==> config.mk <==
export PLATFORM = sky130hd
export DESIGN_NAME = ieeedrv_sd_arb
export DESIGN_NICKNAME = d
export VERILOG_FILES = /design/src/rtl/ieeedrv_sd_arb.sv
export SDC_FILE = /design/constraint.sdc
export NUM_CORES = 1
export LEC_CHECK = 0
export BUFFER_PORTS_ARGS = -buffer_cell sky130_fd_sc_hd__buf_2
export CORE_MARGIN = 4
export CORE_UTILIZATION = 50
export DETAILED_ROUTE_END_ITERATION = 6
export PLACE_DENSITY = 0.8
export SLEW_MARGIN = 20
export SYNTH_ARGS = -nofsm -noshare
export SYNTH_HDL_FRONTEND = slang
export SYNTH_SLANG_ARGS = --single-unit
==> constraint.sdc <==
create_clock -name clk_sys -period 3.5 [get_ports clk_sys]
set_input_delay 1.05 -clock clk_sys [delete_from_list [all_inputs] [get_ports clk_sys]]
set_output_delay 1.05 -clock clk_sys [all_outputs]
set_load 0.1 [all_outputs]
==> src/rtl/ieeedrv_sd_arb.sv <==
// Round-robin arbiter that shares one MiSTer SD block interface between NREQ track-buffer requesters.
// Runs one SD transaction per grant, routes ack/buffer strobes back to the owner, and recovers from a silent host.
module ieeedrv_sd_arb #(
  parameter int NREQ      = 2,
  parameter int TIMEOUT_W = 24,
  parameter int IW        = $clog2(NREQ)
) (
  input  logic                 clk_sys,
  input  logic                 reset_n,
  input  logic [32*NREQ-1:0]   req_lba,
  input  logic [6*NREQ-1:0]    req_blk_cnt,
  input  logic [NREQ-1:0]      req_rd,
  input  logic [NREQ-1:0]      req_wr,
  output logic [NREQ-1:0]      req_ack,
  output logic [NREQ-1:0]      req_buff_wr,
  output logic [NREQ-1:0]      req_err,
  output logic [31:0]          sd_lba,
  output logic [5:0]           sd_blk_cnt,
  output logic                 sd_rd,
  output logic                 sd_wr,
  input  logic                 sd_ack,
  input  logic                 sd_buff_wr,
  output logic [IW-1:0]        grant,
  output logic                 busy
);

  typedef enum logic [1:0] {
    S_IDLE,
    S_ISSUE,
    S_XFER,
    S_DONE
  } state_t;

  state_t                 state, state_nxt;
  logic [IW-1:0]          last, last_nxt;
  logic [IW-1:0]          grant_nxt;
  logic [31:0]            lba_nxt;
  logic [5:0]             blk_nxt;
  logic                   rd_nxt, wr_nxt;
  logic [NREQ-1:0]        err_nxt;
  logic [TIMEOUT_W-1:0]   tmo_cnt, tmo_nxt, tmo_inc;
  logic [NREQ-1:0]        pending;
  logic                   owner_req;
  logic                   win_found;
  logic [IW-1:0]          winner;

  // Index reached by stepping k places past base, wrapping at NREQ.
  function automatic logic [IW-1:0] rr_idx(input logic [IW-1:0] base, input int k);
    int s;
    s = int'(base) + k;
    if (s >= NREQ) s = s - NREQ;
    return IW'(s);
  endfunction

  assign pending   = req_rd | req_wr;
  assign owner_req = pending[grant];
  assign tmo_inc   = tmo_cnt + TIMEOUT_W'(1);
  assign busy      = (state != S_IDLE);

  // Scan starts just after the last owner, so it ends up with lowest priority.
  always_comb begin
    win_found = 1'b0;
    winner    = last;
    for (int k = 1; k <= NREQ; k++) begin
      if (!win_found && pending[rr_idx(last, k)]) begin
        win_found = 1'b1;
        winner    = rr_idx(last, k);
      end
    end
  end

  always_comb begin
    state_nxt = state;
    last_nxt  = last;
    grant_nxt = grant;
    lba_nxt   = sd_lba;
    blk_nxt   = sd_blk_cnt;
    rd_nxt    = sd_rd;
    wr_nxt    = sd_wr;
    err_nxt   = '0;
    tmo_nxt   = tmo_cnt;
    case (state)
      S_IDLE: begin
        if (win_found) begin
          grant_nxt = winner;
          last_nxt  = winner;
          lba_nxt   = req_lba[32*int'(winner) +: 32];
          blk_nxt   = req_blk_cnt[6*int'(winner) +: 6];
          wr_nxt    = req_wr[winner];
          rd_nxt    = ~req_wr[winner];
          tmo_nxt   = '0;
          state_nxt = S_ISSUE;
        end
      end
      // An ack arriving together with a dropped request still counts as started.
      S_ISSUE: begin
        tmo_nxt = tmo_inc;
        if (sd_ack) begin
          rd_nxt    = 1'b0;
          wr_nxt    = 1'b0;
          state_nxt = S_XFER;
        end else if (!owner_req) begin
          rd_nxt    = 1'b0;
          wr_nxt    = 1'b0;
          state_nxt = S_DONE;
        end else if (&tmo_inc) begin
          rd_nxt         = 1'b0;
          wr_nxt         = 1'b0;
          err_nxt[grant] = 1'b1;
          state_nxt      = S_DONE;
        end
      end
      S_XFER: begin
        if (!sd_ack) state_nxt = S_DONE;
      end
      S_DONE: begin
        state_nxt = S_IDLE;
      end
      default: begin
        state_nxt = S_IDLE;
      end
    endcase
  end

  always_ff @(posedge clk_sys or negedge reset_n) begin
    if (!reset_n) begin
      state      <= S_IDLE;
      last       <= IW'(NREQ - 1);
      grant      <= '0;
      sd_lba     <= '0;
      sd_blk_cnt <= '0;
      sd_rd      <= 1'b0;
      sd_wr      <= 1'b0;
      req_err    <= '0;
      tmo_cnt    <= '0;
    end else begin
      state      <= state_nxt;
      last       <= last_nxt;
      grant      <= grant_nxt;
      sd_lba     <= lba_nxt;
      sd_blk_cnt <= blk_nxt;
      sd_rd      <= rd_nxt;
      sd_wr      <= wr_nxt;
      req_err    <= err_nxt;
      tmo_cnt    <= tmo_nxt;
    end
  end

  // Combinational return path so the owner sees ack in the same cycle as the host.
  for (genvar g = 0; g < NREQ; g++) begin : g_route
    assign req_ack[g]     = sd_ack & busy & (grant == IW'(g));
    assign req_buff_wr[g] = sd_buff_wr & (state == S_XFER) & (grant == IW'(g));
  end

endmodule

==> impl_metrics.toml, run 1 <==
[logic_synthesis]
synth-seq-area-share_pct = 42.9
synth_nets = 541
syn-mean-instance-area_sq_um = 9.03
synth_area_sq_um = 4080
synth_edf_count = 0
synthDistinctLibCells = 60
ys_ff_latch = 70
synthArstFlopShare_pct = 100
synth_ff_type = "dfrtp_1"
syn_inst = 452
ys_warn_count = 0

[routing]
vias = 3845
finalWirelength_um = 10600
post_drt_wl_per_cell_um = 15.7
post-route-drc-count = 0
drtIter0Drc = 236
vias_per_cell = 5.69
final_antenna_net_count = 0
first_pass_iters = 5

[global_routing]
grt_pass1_vias = 3869
grt_pass1_wl_um = 17600
grt.overflow.total = 0
grt_usage_pct = 22.2
grt_max_degree = 81
antenna_found_initial = 0

[layout]
fillerInstances = 691
n_antenna_cell = 0
layout-drive-gt1-share_pct = 30.3
final_common_cell = "buf_2"
layout_common_cells = "buf_2 (131), o21ai_0 (73), dfrtp_1 (69), nand2_1 (66), mux2i_1 (39)"
area_delta_synth_final_pct = 21.2
final_nets = 658
fin_area_sq_um = 4950

[power_and_ir_drop]
power_density_nw_per_um2 = 1040
vdd_drop_max_mv = 0.953
total_leakage_power_nw = 2.41

[critical_path]
crit_path_start_kind = "register"
max_stage_delay_ns = 0.53
crit_start = "tmo_cnt[0]$_DFFE_PN0P_"
path_cells = "ha_1 > nand3_1 > nor4_1 > buf_4 > xnor2_1 > nand2_1 > or4_1 > o21a_1 > o41ai_2"
r2r_start = "tmo_cnt[0]$_DFFE_PN0P_"
slowest_stage = "or4_1"
worstPathRequired_ns = 3.75
worstPathArrival_ns = 3.27
rrSetupSlack_ns = 0.49
critPathKind = "reg -> reg"
path_max_fanout = 10
cp-endpoint = "state[0]$_DFFE_PN0P_"
timing.reg2reg.worst_path_depth = 9
endpoint_kind = "register"
worst_r2r_endpoint = "state[0]$_DFFE_PN0P_"

[die]
die_h_um = 98.4
ios = 132
core-area_sq_um = 7850
fp.dieW_um = 98.4
start_util_pct = 52.0
dieArea_sq_um = 9670
std_cell_rows = 32

[sta]
worst_slew_pin_slew_ns = 0.697
finalHoldViolations = 0
whs_ns = 0.475
report.final.slew_viol_count = 0
rsz0062_at_grt = "no"
fin_crit_ns = 3.01
slew-limit-headroom_pct = 53.6
tns_ns = 0
clock_skew_ns = 0.0110
fmax_mhz = 332
fin_crit_sh_pct = 86.1
setup_violations = 0

[clock_network]
cts.sinks = 70
cts-root-buf = "clkbuf_8"
cts_max_path_buffers = 2
cts_setup_buffers = 0
cts_tree = "done"
cts_resized = 0
postCtsHoldBufs = 0
htree_levels = 3
clk_pin_slew_ns = 0.08
cts_made_buffers = 9
clk_latency_ns = 0.35

[placement]
hpwlAfterDp_um = 8140
post_dp_cell_area_sq_um = 4770
gp_congestion = 0.879
io_buffer_count = 131

[run_status]
outcome = "finished clean"

[job]
cap_violations = 0

[worst_hold_path]
min_path_type = "reg -> reg"
-- cell type report --
| class | instances | area (sq um) | share of cell area [%] |
|---|---|---|---|
| multi-input combinational | 341 | 2130 | 43.1 |
| sequential | 70 | 1750 | 35.4 |
| timing repair buffer | 140 | 736 | 14.9 |
| tap | 102 | 128 | 2.58 |
| clock buffer | 9 | 124 | 2.50 |
| clock inverter | 7 | 50.0 | 1.01 |
| inverter | 7 | 26.3 | 0.531 |
-- metrics by stage --
stage	util (%)	instances	total power (W)	setup WS, ns
finish	63.0	676	0.00515	0.485
global route	63.0	676	0.00541	0.240
CTS	63.0	676	0.00518	0.502
detailed placement	60.8	660	0.00458	0.531
global placement	60.8	660	0.00452	0.676
floorplan	-	452	0.00398	-0.195
-- worst max-delay path: cells and delay by family (launching register included) --
family          cells  cell delay, ns
simple gates        4            1.24
compound gates      2            0.53
flops               1            0.50
xor+xnor            1            0.11
buf+inv             1            0.18
fa+ha+maj           1            0.35
-- cell families (layout without fill, tap and decap cells) --
logic type	Yosys count	after routing	synth area share, %
flops	70	70	42.9
fa+ha+maj	5	5	1.53
buf+inv	41	163	5.46
simple gates	166	166	21.2
xor+xnor	4	4	0.859
compound gates	126	126	18.1
mux	40	40	9.84
-- registers in the layout (all words and copies together), names as in the netlist --
| name | flops |
|---|---|
| state | 2 |
| sd_blk_cnt | 6 |
| sd_wr | 1 |
| grant | 1 |
| sd_rd | 1 |
| tmo_cnt | 24 |
| sd_lba | 32 |
| req_err | 2 |
| last | 1 |
-- metal layers --
metal	GRT usage (%)	share of wire, %	vias up
met5	0	0	-
met4	10.7	2.8	0
li1	-	-	1858
met2	38.5	51	124
met1	25.7	40	1841
met3	5.07	5.7	22
-- power breakdown --
part,switching [W],internal [W],total (W)
clock,0.000332,0.000258,0.000589
combinational,0.00265,0.000634,0.00329
sequential,0.000188,0.00108,0.00127
total,0.00317,0.00197,0.00515
-- worst min-delay path by stage --
stage | from | endpoint | depth (start not counted)
floorplan | tmo_cnt[21]$_DFFE_PN0P_ | tmo_cnt[21]$_DFFE_PN0P_ | 1
CTS | sd_lba[24]$_DFFE_PN0P_ | sd_lba[24]$_DFFE_PN0P_ | 2
global route | sd_lba[24]$_DFFE_PN0P_ | sd_lba[24]$_DFFE_PN0P_ | 2
detailed placement | sd_lba[24]$_DFFE_PN0P_ | sd_lba[24]$_DFFE_PN0P_ | 2
global placement | sd_lba[10]$_DFFE_PN0P_ | sd_lba[10]$_DFFE_PN0P_ | 2
finish | sd_lba[24]$_DFFE_PN0P_ | sd_lba[24]$_DFFE_PN0P_ | 2
-- synth_stat cells (3+ instances only) --
master     n  area, sq um
nor2_1    26         97.6
and3_1     7         43.8
clkbuf_1  24         90.1
mux2i_1   39          390
nor4_1     5         31.3
nand2b_1   5         31.3
o211ai_1   3         22.5
o31ai_1   12         90.1
ha_1       5         62.6
nor2b_1    4         25.0
inv_1      7         26.3
xnor2_1    3         26.3
a21oi_1   15         75.1
dfrtp_1   69         1730
buf_4      5         37.5
nand2_1   66          248
o21ai_0   73          365
nor3_1     7         35.0
and4_1     3         26.3
a31oi_1    3         18.8
nand3_1   13         65.1
nand3b_1   5         37.5
nand4_1    6         37.5
Power figures use the tool's default switching activity.
==> run 2: changes to the inputs <==
==> constraint.sdc (replaced) <==
create_clock -name clk_sys -period 3.41 [get_ports clk_sys]
set_input_delay 1.023 -clock clk_sys [delete_from_list [all_inputs] [get_ports clk_sys]]
set_output_delay 1.023 -clock clk_sys [all_outputs]
set_load 0.1 [all_outputs]
==> impl_metrics.toml, run 2 (synthesis gave the netlist of run 1 again) <==
[power_and_ir_drop]
total_leakage_power_nw = 2.41
p_total_w = 0.00535
power_density_nw_per_um2 = 1080
vdd_drop_max_mv = 0.912

[critical_path]
endpoint_kind = "register"
worstPathRequired_ns = 3.66
max_stage_delay_ns = 0.50
path_cells = "ha_1 > nand3_1 > nor4_1 > buf_4 > xnor2_1 > nand2_1 > or4_1 > o21a_1 > o41ai_2"
crit_path_start_kind = "register"
worstPathArrival_ns = 3.24
path_max_fanout = 9
slowest_stage = "or4_1"
critPathKind = "reg -> reg"

[layout]
register_area_sq_um = 1750
final_nets = 657
n_antenna_cell = 0
layout-drive-gt1-share_pct = 30.4
layout_common_cells = "buf_2 (131), o21ai_0 (73), dfrtp_1 (69), nand2_1 (66), mux2i_1 (39)"
final_common_cell = "buf_2"
area_delta_synth_final_pct = 21.7
fillerInstances = 670
regMostFlops = "sd_lba"
multiInputGateArea_sq_um = 2130
fin_cells = 675
largest_reg_flops = 32
reg.largest.list = "sd_lba: 32 flops, tmo_cnt: 24 flops, sd_blk_cnt: 6 flops"

[die]
dieArea_sq_um = 9670
fp.dieW_um = 98.4
ios = 132
std_cell_rows = 32
die_h_um = 98.4
core-area_sq_um = 7850
start_util_pct = 52.0

[global_routing]
grt_usage_pct = 22.0
grt.overflow.total = 0
grt_pass1_wl_um = 17600
grt_pass1_vias = 3824
grt_max_degree = 81
antenna_found_initial = 0

[clock_network]
cts-root-buf = "clkbuf_8"
cts_resized = 0
cts_setup_buffers = 0
postCtsHoldBufs = 0
cts.sinks = 70
clk_latency_ns = 0.35
cts_tree = "done"
cts_max_path_buffers = 2
clk_pin_slew_ns = 0.08
htree_levels = 3
cts_made_buffers = 9

[placement]
io_buffer_count = 131
pre_cts_ws_ns = 0.472
gp_congestion = 0.857
dp.cells = 659
hpwlAfterDp_um = 7780

[routing]
final_antenna_net_count = 0
post_drt_wl_per_cell_um = 15.5
post-route-drc-count = 0
vias_per_cell = 5.63
first_pass_iters = 5
vias = 3801
drtIter0Drc = 168
finalWirelength_um = 10500

[sta]
worst_slack_ns = 0.414
report.final.slew_viol_count = 0
setup_violations = 0
fin_crit_ns = 3.00
worst_slew_pin_slew_ns = 0.626
finalHoldViolations = 0
slew-limit-headroom_pct = 58.3
fmax_mhz = 334
rsz0062_at_grt = "no"
whs_ns = 0.474
fin_crit_sh_pct = 87.9
clock_skew_ns = 0.0109

[worst_hold_path]
min_path_type = "reg -> reg"

[job]
cap_violations = 0

[run_status]
outcome = "finished clean"
==> run 2: worst max-delay path: cells and delay by family (launching register included) <==
family / cells / cell delay, ns
buffers and inverters: 1 / 0.19
AND/OR/NAND/NOR: 4 / 1.24
flip-flops: 1 / 0.49
adder cells (fa/ha/maj): 1 / 0.34
XOR/XNOR: 1 / 0.12
AO/OA/AOI/OAI: 2 / 0.51
==> run 2: area by class of cell <==
cell class	instances	share of cell area, %
multi-input cells	341	42.9
repair buffers	139	14.7
well taps	102	2.57
clock buffers	11	2.85
clock inverters	5	1.18
flip-flops and latches	70	35.3
inverters	7	0.529
==> run 2: final timing paths <==
kind,startpoint,slack [ns],to,depth (start not counted)
worst max-delay path,tmo_cnt[1]$_DFFE_PN0P_,0.41,state[0]$_DFFE_PN0P_,9
worst min-delay path,sd_blk_cnt[3]$_DFFE_PN0P_,0.47,sd_blk_cnt[3]$_DFFE_PN0P_,2
worst max register to register,tmo_cnt[1]$_DFFE_PN0P_,0.41,state[0]$_DFFE_PN0P_,9
worst min register to register,sd_blk_cnt[3]$_DFFE_PN0P_,0.47,sd_blk_cnt[3]$_DFFE_PN0P_,2
max in group asynchronous,reset_n,1.94,last$_DFFE_PN1P_,2
min in group asynchronous,reset_n,0.67,sd_lba[17]$_DFFE_PN0P_,1
==> run 2: power breakdown <==
| group | switching (W) | total [W] | leakage, nW | internal [W] |
|---|---|---|---|---|
| registers | 0.000193 | 0.00130 | 0.902 | 0.00111 |
| logic | 0.00272 | 0.00336 | 1.42 | 0.000646 |
| clock network | 0.000324 | 0.000682 | 0.0955 | 0.000358 |
==> run 2: per-layer routing <==
layer | GRT usage (%) | vias up | routed length, um
li1 | - | 1854 | -
met1 | 27.1 | 1770 | 4310
met2 | 37.3 | 154 | 5130
met3 | 4.79 | 23 | 756
met4 | 9.24 | 0 | 270
met5 | 0 | - | 0
==> run 2: per-stage QoR <==
| stage | setup TNS [ns] | instance area, sq um | util [%] |
|---|---|---|---|
| after floorplan | -0.258 | 4090 | - |
| after global placement | 0 | 4770 | 60.7 |
| after detailed placement | 0 | 4770 | 60.7 |
| after CTS | 0 | 4970 | 63.3 |
| after global routing | 0 | 4970 | 63.3 |
| final | 0 | 4970 | 63.3 |
==> run 3: changes to the inputs <==
--- a/config.mk
+++ b/config.mk
@@ -9,7 +9,7 @@
 export CORE_MARGIN = 4
 export CORE_UTILIZATION = 50
 export DETAILED_ROUTE_END_ITERATION = 6
-export PLACE_DENSITY = 0.8
+export PLACE_DENSITY = 0.9
 export SLEW_MARGIN = 20
 export SYNTH_ARGS = -nofsm -noshare
 export SYNTH_HDL_FRONTEND = slang
==> impl_metrics.toml, run 3 (synthesis gave the netlist of run 1 again) <==
[power_and_ir_drop]
combinationalPowerShare_pct = 62.6
vdd_drop_max_mv = 1.06
power_density_nw_per_um2 = 1080
total_leakage_power_nw = 2.42
switchingPower_w = 0.00329
power_frac_clock_pct = 13.1
pwr-share-seq_pct = 24.3
p_int_w = 0.00210
sw_frac_of_total_pct = 61.0

[sta]
fmax_mhz = 336
worst_slew_pin_slew_ns = 0.826
finalHoldViolations = 0
fin_crit_sh_pct = 87.2
setup_violations = 0
tns_ns = 0
clock_skew_ns = 0.00752
rsz0062_at_grt = "no"
slew-limit-headroom_pct = 44.6
fin_crit_ns = 2.97
report.final.slew_viol_count = 0

[routing]
final_antenna_net_count = 0
post_drt_wl_per_cell_um = 16.2
first_pass_iters = 5
drtIter0Drc = 207
finalWirelength_um = 10900
vias_per_cell = 5.71
post-route-drc-count = 0
vias = 3841

[clock_network]
cts-root-buf = "clkbuf_8"
cts_setup_buffers = 0
htree_levels = 3
clk_latency_ns = 0.36
cts_tree = "done"
cts_resized = 0
cts_made_buffers = 9
postCtsHoldBufs = 0
clk_pin_slew_ns = 0.08
cts.sinks = 70
cts_max_path_buffers = 2

[critical_path]
endpoint_kind = "register"
slowest_stage = "dfrtp_1"
critPathKind = "reg -> reg"
rrSetupSlack_ns = 0.44
crit_cells = 9
path_cells = "ha_1 > nand3_1 > nor4_1 > buf_4 > xnor2_1 > nand2_1 > or4_1 > o21a_1 > o41ai_2"
r2r_start = "tmo_cnt[0]$_DFFE_PN0P_"
path_max_fanout = 10
critical_path.top_delay_family = "simple AND/OR/NAND/NOR gates"
worstPathArrival_ns = 3.23
timing.reg2reg.worst_path_depth = 9
worstPathRequired_ns = 3.66
path_buf_inv = 1
max_stage_delay_ns = 0.51
crit_path_start_kind = "register"
worst_r2r_endpoint = "state[0]$_DFFE_PN0P_"

[die]
fp.dieW_um = 98.4
ios = 132
start_util_pct = 52.0
dieArea_sq_um = 9670
core-area_sq_um = 7850
die_h_um = 98.4
std_cell_rows = 32

[layout]
reg.largest.list = "sd_lba: 32 flops, tmo_cnt: 24 flops, sd_blk_cnt: 6 flops"
layout_common_cells = "buf_2 (131), o21ai_0 (73), dfrtp_1 (69), nand2_1 (66), mux2i_1 (39)"
fin_area_sq_um = 4970
area_delta_synth_final_pct = 21.8
final_nets = 655
layout-drive-gt1-share_pct = 30.3
fillerInstances = 668
n_antenna_cell = 0
largest_reg_flops = 32
regMostFlops = "sd_lba"
final_common_cell = "buf_2"

[global_routing]
grt.overflow.total = 0
grt_pass1_wl_um = 17900
grt_usage_pct = 22.7
antenna_found_initial = 0
grt_pass1_vias = 3794
grt_max_degree = 55

[worst_hold_path]
min_path_type = "reg -> reg"
hold_depth = 2
holdPathEnd = "sd_lba[15]$_DFFE_PN0P_"
worstHoldStart = "sd_lba[15]$_DFFE_PN0P_"

[placement]
gp_congestion = 0.924
hpwlAfterDp_um = 8150
post_dp_cell_area_sq_um = 4760
io_buffer_count = 131

[run_status]
outcome = "finished clean"

[job]
cap_violations = 0
-- run 3: through the flow --
stage,setup WS (ns),cells,util (%),power (W),hold slack [ns]
after floorplan,-0.258,452,-,0.00408,0.451
after CTS,0.445,673,63.3,0.00541,0.484
after global routing,0.195,673,63.3,0.00566,0.511
after detailed placement,0.518,657,60.7,0.00469,0.466
final,0.437,673,63.3,0.00539,0.478
after global placement,0.626,657,60.7,0.00461,0.460
-- run 3: worst max-delay path by stage --
| stage | startpoint | endpoint | slack [ns] |
|---|---|---|---|
| floorplan | grant$_DFFE_PN0P_ | req_ack[0] | -0.26 |
| global placement | tmo_cnt[0]$_DFFE_PN0P_ | state[1]$_DFFE_PN0P_ | 0.63 |
| detailed placement | tmo_cnt[0]$_DFFE_PN0P_ | state[0]$_DFFE_PN0P_ | 0.52 |
| global route | tmo_cnt[0]$_DFFE_PN0P_ | state[0]$_DFFE_PN0P_ | 0.19 |
| finish | tmo_cnt[0]$_DFFE_PN0P_ | state[0]$_DFFE_PN0P_ | 0.44 |
| CTS | tmo_cnt[0]$_DFFE_PN0P_ | state[0]$_DFFE_PN0P_ | 0.44 |
-- run 3: tightest hold or removal path, stage by stage (launching register included) --
cell	delay [ns]
dfrtp_1	0.34
nand2_1	0.04
o21ai_0	0.06
-- run 3: final cells by class --
class	count	area (sq um)	area share, %
clock buffer	9	124	2.49
clock inverter	7	81.3	1.64
timing repair buffer	137	726	14.6
sequential	70	1750	35.3
multi-input combinational	341	2130	42.9
inverter	7	26.3	0.529
tap	102	128	2.57
-- run 3: metal layers --
| layer | global-route usage (%) | vias up | routed length [um] | share of wire, % |
|---|---|---|---|---|
| li1 | - | 1859 | - | - |
| met1 | 27.5 | 1819 | 4480 | 41 |
| met2 | 39.6 | 141 | 5580 | 51 |
| met3 | 4.93 | 22 | 612 | 5.6 |
| met4 | 8.40 | 0 | 225 | 2.1 |
| met5 | 0 | - | 0 | 0 |
-- run 3: power by group through the flow --
stage / clock network [W] / registers [W] / logic (W)
2_1_floorplan: 0 / 0.00296 / 0.00112
3_3_place_gp: 0 / 0.00130 / 0.00331
3_5_place_dp: 0 / 0.00131 / 0.00338
4_1_cts: 0.000718 / 0.00131 / 0.00338
5_1_grt: 0.000748 / 0.00135 / 0.00356
6_report: 0.000707 / 0.00131 / 0.00337
